**config.mk**
```make
export PLATFORM = sky130hd
export DESIGN_NAME = instr_encoder
export DESIGN_NICKNAME = d
export VERILOG_FILES = /design/src/rtl/legv8_pkg.sv /design/src/rtl/imm_range_check.sv /design/src/rtl/instr_encoder.sv
export SDC_FILE = /design/constraint.sdc
export NUM_CORES = 1
export LEC_CHECK = 0
export ABC_AREA = 1
export CAP_MARGIN = 20
export CORE_MARGIN = 2
export CORE_UTILIZATION = 42
export DETAILED_ROUTE_END_ITERATION = 7
export DONT_BUFFER_PORTS = 1
export GPL_ROUTABILITY_DRIVEN = 0
export PLACE_DENSITY = 0.59
export SLEW_MARGIN = 0
export SYNTH_ARGS = -nofsm -noshare
export SYNTH_HDL_FRONTEND = slang
export SYNTH_SLANG_ARGS = --single-unit
```
**constraint.sdc**
```tcl
create_clock -name clk -period 3.2 [get_ports clk]
set_clock_uncertainty 0.05 [all_clocks]
set_input_delay 0.96 -clock clk [delete_from_list [all_inputs] [get_ports clk]]
set_output_delay 0.96 -clock clk [all_outputs]
set_load 0.01 [all_outputs]
```
**src/rtl/legv8_pkg.sv**
```systemverilog
// legv8_pkg: shared LEGv8 formats, opcodes, field widths and encoder states
package legv8_pkg;
    typedef enum logic [1:0] {FMT_B, FMT_CBZ, FMT_CBNZ, FMT_D} fmt_t;
    typedef enum logic [1:0] {S_IDLE, S_PACK, S_WRITE, S_FULL} state_t;
    localparam logic [5:0] OP_B = 6'b000101;
    localparam logic [7:0] OP_CBZ = 8'b10110100;
    localparam logic [7:0] OP_CBNZ = 8'b10110101;
    localparam logic [10:0] OP_LDUR = 11'b11111000010;
    localparam logic [10:0] OP_STUR = 11'b11111000000;
    localparam logic [6:0] W_B = 7'd26;
    localparam logic [6:0] W_CB = 7'd19;
    localparam logic [6:0] W_D = 7'd9;
endpackage

```
**src/rtl/imm_range_check.sv**
```systemverilog
// imm_range_check: does a 64-bit immediate sign-extend from an n-bit field
module imm_range_check (
    input  logic [63:0] imm,
    input  logic [6:0]  n,
    output logic        fits
);
    logic [63:0] hi;
    assign hi = $signed(imm) >>> (n - 7'd1);
    assign fits = (hi == '0) || (hi == '1);
endmodule

```
**src/rtl/instr_encoder.sv**
```systemverilog
// instr_encoder: packs decoded fields into LEGv8 words and writes them to instruction memory
module instr_encoder
    import legv8_pkg::*;
#(
    parameter int ADDR_W = 6
) (
    input  logic              clk,
    input  logic              reset_n,
    input  logic              in_valid,
    output logic              in_ready,
    input  logic [1:0]        fmt,
    input  logic [10:0]       opcode,
    input  logic [4:0]        rn,
    input  logic [4:0]        rt,
    input  logic [63:0]       imm,
    input  logic              restart,
    output logic              mem_we,
    output logic [ADDR_W-1:0] mem_addr,
    output logic [31:0]       mem_wdata,
    output logic              range_err,
    output logic              full,
    output logic [ADDR_W:0]   count
);
    state_t      state;
    fmt_t        fmt_q;
    logic [10:0] opcode_q;
    logic [4:0]  rn_q, rt_q;
    logic [63:0] imm_q;
    logic [6:0]  n;
    logic        fits;
    logic [31:0] word;

    assign n = fmt_q == FMT_B ? W_B : fmt_q == FMT_D ? W_D : W_CB;
    assign word = fmt_q == FMT_B    ? {OP_B, imm_q[25:0]} :
                  fmt_q == FMT_CBZ  ? {OP_CBZ, imm_q[18:0], rt_q} :
                  fmt_q == FMT_CBNZ ? {OP_CBNZ, imm_q[18:0], rt_q} :
                                      {opcode_q, imm_q[8:0], 2'b00, rn_q, rt_q};

    imm_range_check u_chk (.imm(imm_q), .n(n), .fits(fits));

    // Accept -> pack/check -> write one word, with restart overriding everything
    always_ff @(posedge clk or negedge reset_n) begin
        if (!reset_n) begin
            state     <= S_IDLE;
            in_ready  <= 1'b0;
            mem_we    <= 1'b0;
            mem_addr  <= '0;
            mem_wdata <= '0;
            range_err <= 1'b0;
            full      <= 1'b0;
            count     <= '0;
            fmt_q     <= FMT_B;
            opcode_q  <= '0;
            rn_q      <= '0;
            rt_q      <= '0;
            imm_q     <= '0;
        end else if (restart) begin
            state     <= S_IDLE;
            in_ready  <= 1'b1;
            mem_we    <= 1'b0;
            range_err <= 1'b0;
            mem_addr  <= '0;
            count     <= '0;
            full      <= 1'b0;
        end else begin
            case (state)
                S_IDLE: begin
                    range_err <= 1'b0;
                    if (in_valid && in_ready) begin
                        fmt_q    <= fmt_t'(fmt);
                        opcode_q <= opcode;
                        rn_q     <= rn;
                        rt_q     <= rt;
                        imm_q    <= imm;
                        in_ready <= 1'b0;
                        state    <= S_PACK;
                    end else begin
                        in_ready <= 1'b1;
                    end
                end
                S_PACK: begin
                    if (fits) begin
                        mem_wdata <= word;
                        mem_we    <= 1'b1;
                        state     <= S_WRITE;
                    end else begin
                        range_err <= 1'b1;
                        state     <= S_IDLE;
                    end
                end
                S_WRITE: begin
                    mem_we   <= 1'b0;
                    mem_addr <= mem_addr + 1'b1;
                    count    <= count + 1'b1;
                    if (&mem_addr) begin
                        full  <= 1'b1;
                        state <= S_FULL;
                    end else begin
                        in_ready <= 1'b1;
                        state    <= S_IDLE;
                    end
                end
                default: in_ready <= 1'b0;
            endcase
        end
    end
endmodule

```
==> impl_metrics.toml <==
[status]
outcome = "finished, final reports clean"

[cts]
clkTransAtPathRegs_ns = 0.07
cts_inserted_buffers = 17
h-tree-depth = 4
number_of_hold_repair_buffers_added_at_the_cts_stage = 0
clockRootBuffer = "sky130_fd_sc_hd__clkbuf_16"
clock_tree.buffer_depth = 2
tritoncts_num_sinks = 138
tritoncts = "yes"
clock_latency_at_the_later_pin_of_the_worst_skew_pair_ns = 0.43

[flow_run]
max_capacitance_violation_count = 0

[floorplanning]
die_area_um2 = 25100
start_util_pct = 42.7
number_of_top_level_pins = 140
rows = 56
die_width_um = 158
core_area_um2 = 23500
die-height_um = 158

[synthesis]
synth-compound-area-share_pct = 7.26
number_of_flip_flops_and_latches_in_the_synthesized_netlist = 138
syn-mean-instance-area_um2 = 6.89
synthDistinctLibCells = 35
total_nets_after_synthesis = 1556
synth.mux.area_fraction_pct = 8.85
syn-cell-area_um2 = 10000
post_synth_and_or_nand_nor_area_fraction_pct = 41.2
yosysWarnings = 0
syn_inst = 1454
synth_top_family_by_area = "simple AND/OR/NAND/NOR gates"
post_synth_fa_ha_maj_area_fraction_pct = 1.37
synth-xor-area-share_pct = 0
share_of_synthesized_area_occupied_by_flip_flops_and_latches_pct = 34.5

[grt]
grt_pass1_vias = 9194
largest_net_degree_at_the_start_of_global_routing = 139
track_usage_pct = 25.0
grt_antenna_before_repair = 1
grt_pass1_wl_mm = 49.1
grt_remaining_overflow = 0

[detailed_routing]
number_of_design_rule_violations_left_after_detail_routing = 0
drt_iter0_markers = 1461
routed_via_density = 5.84
vias = 10693
post_drt_wl_per_cell_um = 19.1
drt_first_pass_iters = 6
drt_antenna_net_count = 0
detail_route.wirelength_mm = 34.9

[placed_design]
minimum_setup_slack_after_placement_ns = -0.0252
io_buffers = 0
detailedPlacementHpwl_mm = 23.5
placed_area_um2 = 10700

[critical_path]
critPathKind = "reg2reg"
setup.worst_path.end_class = "flip-flop"
critical-path-max-stage-delay_ns = 0.40
path_max_fanout = 11
timing.critical_path.from_type = "flip-flop"
worstPathRequired_ns = 3.47
r2r.worst_path.cells = 22
cp.arrival_ns = 3.41
ff_to_ff_end = "mem_wdata[29]$_DFFE_PN0P_"
crit_chain = "inv_2, ha_4, buf_6, clkbuf_16, nand2_1, nand3_1, nand3_1, nand3_1, nand2_2, nand2_1, nand3_1, nor2_1, nand2_1, nor2_1, nand2_1, nor2_2, nand3_2, nand2_4, nand2_8, clkbuf_16, nand2_1, o21ai_2"
cp_slowest_cell = "sky130_fd_sc_hd__dfrtp_1"
regToRegSetupSlack_ns = 0.05
timing.rr.start = "fmt_q[1]$_DFFE_PN0P_"
crit_top_cell = "sky130_fd_sc_hd__nand2_1"

[timing]
postLayoutSetupSlackWorst_ns = 0.0542
period_share_pct = 98.3
report.final.slew_viol_count = 0
max_clock_freq_mhz = 318
holdWs_ns = 0.171
count_of_final_setup_violators = 0
rsz0062_at_grt = "true"
timing.slew.headroom_pct = 63.1
worstMarginPinSlew_ns = 0.552
hold_viol = 0
shortest_clock_period_the_worst_path_allows_after_layout_ns = 3.15

[final_layout]
final_common_cell = "sky130_fd_sc_hd__nand2_1"
area_of_all_placed_cells_without_fillers_um2 = 12700
final_cell_mix = "sky130_fd_sc_hd__nand2_1, sky130_fd_sc_hd__nand3_1, sky130_fd_sc_hd__dfrtp_1, sky130_fd_sc_hd__nor2_1, sky130_fd_sc_hd__nand3_2"
syn_to_final_growth_pct = 26.3
drive_gt1_share_pct = 26.4
nets = 1600

[min_path]
min-delay-path-class = "in2async"
worst max-delay path: cells and delay by family (launching register included):
family          cells  cell delay [ns]
compound gates      1             0.05
fa+ha+maj           1             0.20
buf+inv             4             0.62
flops               1             0.40
simple gates       16             1.70
Yosys cell counts, drive strengths merged:
library cell / n / share of area, %
o22ai: 1 / 0.062
o21ai: 73 / 4.4
nand4: 3 / 0.19
mux2: 77 / 8.7
buf: 67 / 3.8
a22oi: 1 / 0.075
clkinv: 1 / 0.037
inv: 64 / 2.4
dfrtp: 138 / 34
o21a: 6 / 0.45
nand2: 459 / 17
nor3: 5 / 0.25
nand3: 375 / 19
a21boi: 1 / 0.075
a31oi: 1 / 0.062
and2: 2 / 0.12
clkbuf: 17 / 0.64
o211ai: 4 / 0.30
mux2i: 2 / 0.20
a32o: 1 / 0.10
ha: 11 / 1.4
a21oi: 34 / 1.7
nor2: 111 / 4.3
flip-flops by register name, summed over array words and instances (netlist names):
register / cells
full: 1
imm_q: 64
range_err: 1
mem_wdata: 32
opcode_q: 11
in_ready: 1
mem_addr: 6
fmt_q: 2
count: 7
mem_we: 1
rn_q: 5
rt_q: 5
state: 2
repair_timing:
item | CTS | global route
endpoints found under the hold margin | 0 | 0
endpoints found under the setup margin | 20 | 35
pin swaps | 0 | 17
cloned | 0 | 21
setup buffers | 0 | 19
gates resized for setup | 1 | 189
worst max path at each step:
| stage | start | to | slack (ns) | cells after the start |
|---|---|---|---|---|
| 6_report | fmt_q[1]$_DFFE_PN0P_ | mem_wdata[29]$_DFFE_PN0P_ | 0.05 | 22 |
| 5_1_grt | fmt_q[1]$_DFFE_PN0P_ | mem_wdata[23]$_DFFE_PN0P_ | -0.08 | 22 |
| 4_1_cts | fmt_q[0]$_DFFE_PN0P_ | mem_wdata[24]$_DFFE_PN0P_ | 0.03 | 21 |
| 3_5_place_dp | fmt_q[0]$_DFFE_PN0P_ | mem_wdata[24]$_DFFE_PN0P_ | -0.03 | 22 |
| 3_3_place_gp | fmt_q[0]$_DFFE_PN0P_ | mem_wdata[24]$_DFFE_PN0P_ | 0.01 | 22 |
| 2_1_floorplan | fmt_q[1]$_DFFE_PN0P_ | mem_wdata[28]$_DFFE_PN0P_ | 0.34 | 20 |
layout make-up:
cell class                      instances  area, um2
Clock inverter                         14        149
Multi-Input combinational cell       1167       6550
Sequential cell                       138       3450
Inverter                               65        284
Tap cell                              319        399
Timing Repair inverter                  2       17.5
Fill cell                            2268      10800
Clock buffer                           18        439
Antenna cell                            1       2.50
Timing Repair Buffer                  107       1360
cells by family (layout without fill, tap and decap cells):
logic type,count (synthesis),after routing
other,0,1
multiplexers,79,79
buffers and inverters,149,206
adder cells (fa/ha/maj),11,11
AO/OA/AOI/OAI,122,122
AND/OR/NAND/NOR,955,955
flip-flops,138,138
metrics by stage:
| stage | util (%) | std cells | TNS [ns] |
|---|---|---|---|
| 2_1_floorplan | - | 1454 | 0 |
| 3_3_place_gp | 45.5 | 1758 | 0 |
| 3_5_place_dp | 45.5 | 1758 | -0.0505 |
| 6_report | 53.9 | 1831 | 0 |
| 4_1_cts | 48.0 | 1790 | 0 |
| 5_1_grt | 53.9 | 1830 | -1.85 |
routing by layer:
layer | up-vias | GRT usage (%) | part of all wire, % | wire length, um
li1 | 4965 | - | - | -
met5 | - | 0 | 0.037 | 13
met1 | 5081 | 37.2 | 44 | 15400
met3 | 87 | 5.14 | 9.6 | 3340
met2 | 558 | 37.5 | 43 | 15200
met4 | 2 | 5.02 | 2.7 | 951
Power is left out: the tool's default activity adds up to more than one toggle a clock period on the data nets, which glitch-free logic cannot reach.
